<file path="src/rtl/serial_add_pkg.sv">
// Shared definitions for the bit-serial adder controller: FSM encoding and
// the iteration counter width.
package serial_add_pkg;

    typedef enum logic [1:0] {
        ST_IDLE = 2'd0,
        ST_RUN  = 2'd1,
        ST_DONE = 2'd2
    } state_t;

    // Bit counter width: max(1, clog2(width)), so WIDTH=1 still gets a 1-bit counter.
    function automatic int cnt_width(input int width);
        return (width <= 2) ? 1 : $clog2(width);
    endfunction

endpackage

</file>
<file path="src/rtl/serial_add_ctrl_if.sv">
// Request/result bundle of the bit-serial adder.
// Handshake: a request is accepted on a clock edge where start=1 and the block is
// idle (busy=0, done=0); start at any other time is dropped, never queued.
// done pulses for one cycle when sum/cout become valid; they then hold until the
// next accepted request completes.
interface serial_add_ctrl_if #(
    parameter int WIDTH = 8
);
    logic             start;
    logic [WIDTH-1:0] a;
    logic [WIDTH-1:0] b;
    logic             busy;
    logic             done;
    logic [WIDTH-1:0] sum;
    logic             cout;

    modport master (output start, a, b, input busy, done, sum, cout);
    modport slave  (input start, a, b, output busy, done, sum, cout);
endinterface

</file>
<file path="src/rtl/serial_add_ctrl_fa_cell.sv">
// 1-bit full adder built from two half adders; this is the single shared
// datapath cell that the serial controller steps through every bit.
module halfadder (
    input  logic a,
    input  logic b,
    output logic s,
    output logic c
);
    assign s = a ^ b;
    assign c = a & b;
endmodule

module fa_cell (
    input  logic a,
    input  logic b,
    input  logic cin,
    output logic s,
    output logic cout
);
    logic s0;
    logic c0;
    logic c1;

    halfadder u_ha0 (.a(a),  .b(b),   .s(s0), .c(c0));
    halfadder u_ha1 (.a(s0), .b(cin), .s(s),  .c(c1));

    assign cout = c0 | c1;
endmodule

</file>
<file path="src/rtl/serial_add_ctrl.sv">
// Bit-serial WIDTH-bit unsigned adder: one fa_cell reused LSB-first over WIDTH
// cycles, with carry held between bits and a busy/done handshake.
module serial_add_ctrl
    import serial_add_pkg::*;
#(
    parameter int WIDTH = 8
) (
    input  logic               clk,
    input  logic               rst,
    serial_add_ctrl_if.slave   bus,
    output state_t             state_dbg
);

    localparam int CW = cnt_width(WIDTH);

    state_t           state;
    state_t           state_nx;
    logic [WIDTH-1:0] a_sh;
    logic [WIDTH-1:0] b_sh;
    logic [WIDTH-1:0] s_sh;
    logic [WIDTH-1:0] s_next;
    logic [WIDTH-1:0] sum_q;
    logic             cout_q;
    logic             carry;
    logic             bit_s;
    logic             carry_n;
    logic [CW-1:0]    cnt;
    logic             last;

    fa_cell u_fa (
        .a    (a_sh[0]),
        .b    (b_sh[0]),
        .cin  (carry),
        .s    (bit_s),
        .cout (carry_n)
    );

    assign last = (cnt == CW'(WIDTH - 1));

    // New bit enters at the MSB so that after WIDTH steps bit 0 sits at the LSB.
    generate
        if (WIDTH == 1) begin : g_s_one
            assign s_next = bit_s;
        end else begin : g_s_wide
            assign s_next = {bit_s, s_sh[WIDTH-1:1]};
        end
    endgenerate

    always_ff @(posedge clk) begin
        if (rst) state <= ST_IDLE;
        else     state <= state_nx;
    end

    always_comb begin
        state_nx = state;
        case (state)
            ST_IDLE: if (bus.start) state_nx = ST_RUN;
            ST_RUN:  if (last)      state_nx = ST_DONE;
            ST_DONE:                state_nx = ST_IDLE;
            default:                state_nx = ST_IDLE;
        endcase
    end

    always_comb begin
        bus.busy  = (state == ST_RUN);
        bus.done  = (state == ST_DONE);
        state_dbg = state;
    end

    always_ff @(posedge clk) begin
        if (rst) begin
            a_sh   <= '0;
            b_sh   <= '0;
            s_sh   <= '0;
            sum_q  <= '0;
            cout_q <= 1'b0;
            carry  <= 1'b0;
            cnt    <= '0;
        end else begin
            case (state)
                ST_IDLE: begin
                    if (bus.start) begin
                        a_sh  <= bus.a;
                        b_sh  <= bus.b;
                        carry <= 1'b0;
                        cnt   <= '0;
                    end
                end
                ST_RUN: begin
                    a_sh  <= a_sh >> 1;
                    b_sh  <= b_sh >> 1;
                    s_sh  <= s_next;
                    carry <= carry_n;
                    cnt   <= cnt + CW'(1);
                    // Results are published only once, on the final bit.
                    if (last) begin
                        sum_q  <= s_next;
                        cout_q <= carry_n;
                    end
                end
                default: ;
            endcase
        end
    end

    assign bus.sum  = sum_q;
    assign bus.cout = cout_q;

endmodule
</file>
<file path="src/flat_wrapper.sv">
// flat-port wrapper written by rule: the top's interface ports become plain ports
module serial_add_ctrl_flat import serial_add_pkg::*;
#(
    parameter int WIDTH = 8
)
  (clk, rst, state_dbg, bus_start, bus_a, bus_b, bus_busy, bus_done, bus_sum, bus_cout);
  serial_add_ctrl_if #(.WIDTH(WIDTH)) bus_i ();
  input  logic clk;
  input  logic rst;
  output state_t state_dbg;
  input wire logic [$bits(bus_i.start)-1:0] bus_start;
  input wire logic [$bits(bus_i.a)-1:0] bus_a;
  input wire logic [$bits(bus_i.b)-1:0] bus_b;
  output wire logic [$bits(bus_i.busy)-1:0] bus_busy;
  output wire logic [$bits(bus_i.done)-1:0] bus_done;
  output wire logic [$bits(bus_i.sum)-1:0] bus_sum;
  output wire logic [$bits(bus_i.cout)-1:0] bus_cout;
  assign bus_i.start = bus_start;
  assign bus_i.a = bus_a;
  assign bus_i.b = bus_b;
  assign bus_busy = bus_i.busy;
  assign bus_done = bus_i.done;
  assign bus_sum = bus_i.sum;
  assign bus_cout = bus_i.cout;
  serial_add_ctrl #(.WIDTH(WIDTH)) u_core (.clk(clk), .rst(rst), .bus(bus_i), .state_dbg(state_dbg));
endmodule
</file>
<file path="config.mk">
export PLATFORM = sky130hd
export DESIGN_NAME = serial_add_ctrl_flat
export DESIGN_NICKNAME = d
export VERILOG_FILES = /design/src/rtl/serial_add_pkg.sv /design/src/rtl/serial_add_ctrl_if.sv /design/src/rtl/serial_add_ctrl_fa_cell.sv /design/src/rtl/serial_add_ctrl.sv /design/src/flat_wrapper.sv
export SDC_FILE = /design/constraint.sdc
export NUM_CORES = 1
export LEC_CHECK = 0
export CAP_MARGIN = 20
export CORE_ASPECT_RATIO = 1.5
export CORE_MARGIN = 3
export CORE_UTILIZATION = 30
export CTS_CLUSTER_SIZE = 30
export DETAILED_ROUTE_END_ITERATION = 12
export PLACE_DENSITY_LB_ADDON = 0.08
export SLEW_MARGIN = 5
export SYNTH_ARGS = -nofsm -noshare
export SYNTH_HDL_FRONTEND = slang
export SYNTH_SLANG_ARGS = --single-unit
</file>
<file path="constraint.sdc">
create_clock -name clk -period 1.6 [get_ports clk]
set_input_delay 0.4 -clock clk [delete_from_list [all_inputs] [get_ports clk]]
set_output_delay 0.4 -clock clk [all_outputs]
set_load 0.005 [all_outputs]
</file>
=== After elaboration in Yosys (flattened, before gate mapping) ===
Index checks and enable logic that the tools add are counted.

* Bits in registers: 39
* Input bits: 19
* Output and inout port bits: 13
* Logic and storage cells: 35

* $add $sub $neg: 1
* Eq/ne operators: 5
* Multiplexer cells: 11
* Bitwise gates (word level): 5
* Reductions and logical operators: 5

{| class="wikitable"
|+ Operators with widths
! cell !! number
|-
| one-hot mux 8 bit (2 select lines) || 2
|-
| 2-to-1 mux 8 bit || 2
|-
| one-hot mux 3 bit (2 select lines) || 1
|-
| AND reduction 2 bit || 3
|-
| 2-to-1 mux 2 bit || 2
|-
| one-hot mux 2 bit (2 select lines) || 1
|-
| adder 3 x 1 -> 3 bit, second input constant || 1
|-
| == test 3 bit, second input constant || 1
|-
| 2-to-1 mux 3 bit || 1
|-
| bitwise AND 1 bit || 2
|-
| == test 2 x 1 -> 1 bit, second input constant || 1
|-
| == test 2 bit, second input constant || 1
|-
| logical NOT 2 bit || 1
|-
| != test 2 x 1 -> 1 bit, second input constant || 1
|-
| != test 2 bit, second input constant || 1
|-
| one-hot mux 1 bit (2 select lines) || 1
|-
| nonzero test 2 bit || 1
|-
| bitwise XOR 1 bit || 2
|-
| 2-to-1 mux 1 bit || 1
|-
| OR 1 bit || 1
|}

=== Longest topological paths before layout ===
* Word-level depth: 4
* Depth in mapped cells: 6
* Mapped depth without buffers: 5

=== Modules after synthesis ===
Synthesis repeated with hierarchy kept, for this count alone.

* Cell total of the unflattened synthesis: 169
* Area total of the unflattened synthesis: 1611.5 sq um

{| class="wikitable"
|+ By module, submodules not included
! module !! instances !! cells each !! area an instance (sq um) !! seq. area each (sq um)
|-
| serial_add_ctrl || 1 || 166 || 1580.3 || 760.7
|-
| halfadder || 2 || 1 || 12.5 || 0.0
|-
| fa_cell || 1 || 1 || 6.3 || 0.0
|}

=== Worst setup path after synthesis ===
Ideal clock, no wire load.

* Path kind: register -> register
* Start point: reg u_core.cnt[0]
* End point: reg u_core.cout_q, in the netlist u_core.bus.cout
* Setup time: 0.141 ns
* Arrival: 1.115 ns
* Required time: 1.459 ns
* Slack: 0.344 ns
* Cell stages (with the launch flop): 7
* Path buffers: 1
* Period minus slack after synthesis: 1.256 ns
* Cell sequence: dfxtp_1 > ha_1 > ha_1 > and3b_1 > clkbuf_2 > nand2_1 > a21oi_1

* Longest elaborated chain between the ends: 2

{| class="wikitable"
|+ Ends and longest elaborated chain
! what !! RTL line !! text
|-
| from (decl) || serial_add_ctrl.sv:27 || <nowiki>logic [CW-1:0] cnt;</nowiki>
|-
| from (signal assigned) || serial_add_ctrl.sv:94 || <nowiki>cnt <= cnt + CW'(1);</nowiki>
|-
| == test 3 bit || serial_add_ctrl.sv:38 || <nowiki>assign last = (cnt == CW'(WIDTH - 1));</nowiki>
|-
| AND reduction 2 bit (no line) || - ||
|-
| to (signal assigned) || serial_add_ctrl.sv:98 || <nowiki>cout_q <= carry_n;</nowiki>
|-
| to (decl) || serial_add_ctrl.sv:23 || <nowiki>logic cout_q;</nowiki>
|}

Every way passes these cells.
A chain may end at the register's enable or synchronous reset.

=== Worst setup path in the final report ===
* Start point: reg u_core.state[0], in the netlist u_core.state_dbg[0]
* End point: out state_dbg[0]

{| class="wikitable"
|+ RTL lines
! what !! RTL line !! text
|-
| from (decl) || serial_add_ctrl.sv:16 || <nowiki>state_t state;</nowiki>
|-
| from (signal assigned) || serial_add_ctrl.sv:51 || <nowiki>else state <= state_nx;</nowiki>
|-
| to (decl) || flat_wrapper.sv:10 || <nowiki>output state_t state_dbg;</nowiki>
|}

No word-level cell between the ends.

==> metrics <==
status finished, final reports clean; Hold Path End u_core.bus.sum[2]; hold buffers post-CTS 0; # fillers 507; global-route wire length before repair 5.55 mm; Power Dens Cells 960 mW/mm²; Layout Nets 223; clock skew 0.00361 ns; Hold Slack 0.453 ns; R2R setup slack 0.17 ns; vias post-DR 1231; Mapped Nets 189; Residual DRC 0; Overall Power 2.01 mW; critical path's slowest cell clkdlybuf4s50_1; H-tree depth 2; hold path depth 2; CTS Buffer Depth 2; drt first pass iters 4; crit path buf inv count 1; Final Wtd Congestion 0.737; Critical Path End Type output port; nature of the critical path startpoint flop; synth top area cells dfxtp_1, mux2i_1, a211oi_2; HPWL after DPL 2.24 mm; setup TNS 0 ns; synthesized instance count 167; count of buffers from port buffering 31; Peak VDD IR 0.416 mV; final WL 3.16 mm; clock root cell clkbuf_8; CTS Sinks 38; register area 763 µm²; share of the synthesized area in the top cell type 0.475; Yosys reg bits 38; post-detailed-route wirelength per cell 11.8 µm; WS Path Type reg -> out; cell leakage power 0.781 nW; complex-gate fraction of the synthesized area 0.186; drt via density 4.59; total die area 0.00626 mm²; YS warnings 0; Starting Density 0.320; Routed Antenna Nets 0; Clock Latency Late Sink 0.28 ns; placed insts 260; Setup Fix Bufs, Post-CTS 0; crit-path leading delay family buffers and inverters; CTS clk-pin slew, worst paths 0.07 ns; Seq/Total Area, Yosys 0.475; Worst Reg-to-Reg Cells 5; Reg-to-Reg End u_core.a_sh[2]; crit-path max FO 4; min-delay src u_core.bus.sum[2]; Layout area overhead 30.9%; initial antenna violation count 0; number of global-route vias before repair 1262; Critical Path RT 1.20 ns; Slew @ Worst Pin 0.389 ns; fin crit period 1.53 ns; RSZ-0062 raised after global routing no; Final setup viols 0; I/O pin cnt 32; largest net degree at the start of global routing 39; crit-path cells clkdlybuf4s50_1; area share of and/or/nand/nor cells after synthesis 0.153; Finished Core Util 0.419; Post-Layout Cell Count 268; Final Hold Fails 0; Hold/Removal Path Class reg -> reg; Mapped Area 0.00160 mm²; average size of a mapped cell 9.58 µm²; Worst slew margin 0.740; TritonCTS buffer count 5; reg2reg start u_core.state_dbg[0]; overall die height 95.5 µm; share of layout cells above drive strength 1 0.153; Final Max Slew Viols 0; ANT cells 0; largest family of logic cells by synthesized area compound AO/OA/AOI/OAI gates; Synth Area in XOR/XNOR 0; core area 0.00500 mm²; multi-input logic area 738 µm²; Max-Cap Viols 0; CP peak stage delay 0.50 ns; Row Count 31; GRT Util Overall 0.115; adder-cell share of the synthesized area 0.0281; global route overflow 0; 1st-iter DRT viols 75; CTS tree yes; post-synthesis mux area share 0.0938; Die X 65.6 µm; cell taking the most area after synthesis dfxtp_1; fmax 0.652 GHz; Synth cell types 24; Critical Path AT 1.13 ns; Final period util 0.958
==> state kept, by name, indices dropped and copies added, names as in the netlist <==
signal,cells
u_core.state_dbg,2
u_core.s_sh,7
u_core.a_sh,8
u_core.bus.cout,1
u_core.cnt,3
u_core.bus.sum,8
u_core.carry,1
u_core.b_sh,8
==> stage by stage <==
stage	cell area, µm²	worst slack [ns]
after global routing	2090	0.0121
after detailed placement	1980	-0.0220
final	2090	0.0670
after floorplan	1600	0.344
after global placement	1980	0.0155
after CTS	2090	0.00174
==> cells in the final DEF (no fill, tap or decap), drive strengths merged, types with 5 or more instances in the layout <==
master and n:
a211oi 15, a22oi 5, buf 8, dfxtp 38
mux2i 15, nand2 32, nor2 21, a21oi 16
clkbuf 8, clkdlybuf4s50 29
==> area by class of cell <==
cell class | instances | share of cell area
inverter | 2 | 0.00358
tap | 66 | 0.0394
clock buffer | 8 | 0.0526
timing repair buffer | 39 | 0.188
sequential | 38 | 0.364
multi-input combinational | 115 | 0.352
==> repair_timing <==
action	4_1_cts	5_1_grt
resized for setup	3	1
endpoints found under the hold margin	0	0
setup endpoints to repair	2	13
==> synth_stat cells (all sizes together) <==
| library cell | instances |
|---|---|
| ha | 2 |
| nand2 | 32 |
| a211oi | 15 |
| dfxtp | 38 |
| nor2b | 1 |
| nand3b | 1 |
| mux2i | 15 |
| o21ba | 1 |
| a21oi | 16 |
| o21bai | 1 |
| nand2b | 1 |
| nor3b | 1 |
| buf | 8 |
| inv | 2 |
| nor3 | 1 |
| nor2 | 21 |
| fa | 1 |
| a22oi | 5 |
| clkbuf | 4 |
| and3b | 1 |
==> power breakdown <==
group / total [mW] / internal [mW] / switching [mW]
sequential: 1.01 / 0.988 / 0.0236
combinational: 0.243 / 0.128 / 0.114
clock: 0.755 / 0.435 / 0.320
==> worst max-delay path by stage <==
stage	from	end	slack (ns)	depth (start not counted)
CTS	u_core.state_dbg[0]	state_dbg[0]	0.002	1
global placement	bus_start	u_core.a_sh[3]	0.02	5
global route	u_core.state_dbg[0]	state_dbg[0]	0.01	1
detailed placement	bus_start	u_core.b_sh[6]	-0.02	5
floorplan	u_core.cnt[0]	u_core.bus.cout	0.34	6
finish	u_core.state_dbg[0]	state_dbg[0]	0.07	1
==> per-layer routing <==
metal,up-vias,GRT usage,wire length [µm]
met1,563,0.118,1330
met3,2,0.0330,135
met4,0,0.0519,31
met5,-,0,0
li1,639,-,-
met2,27,0.213,1670
==> cells by family (layout without fill, tap and decap cells) <==
kind of cell	after synthesis	after routing
AOI/OAI and AO/OA	38	38
and+or+nand+nor	59	59
DFF	38	38
buffers and inverters	14	49
muxes	15	15
adders and majority gates	3	3
No activity file was read; power rests on OpenSTA's default activity.
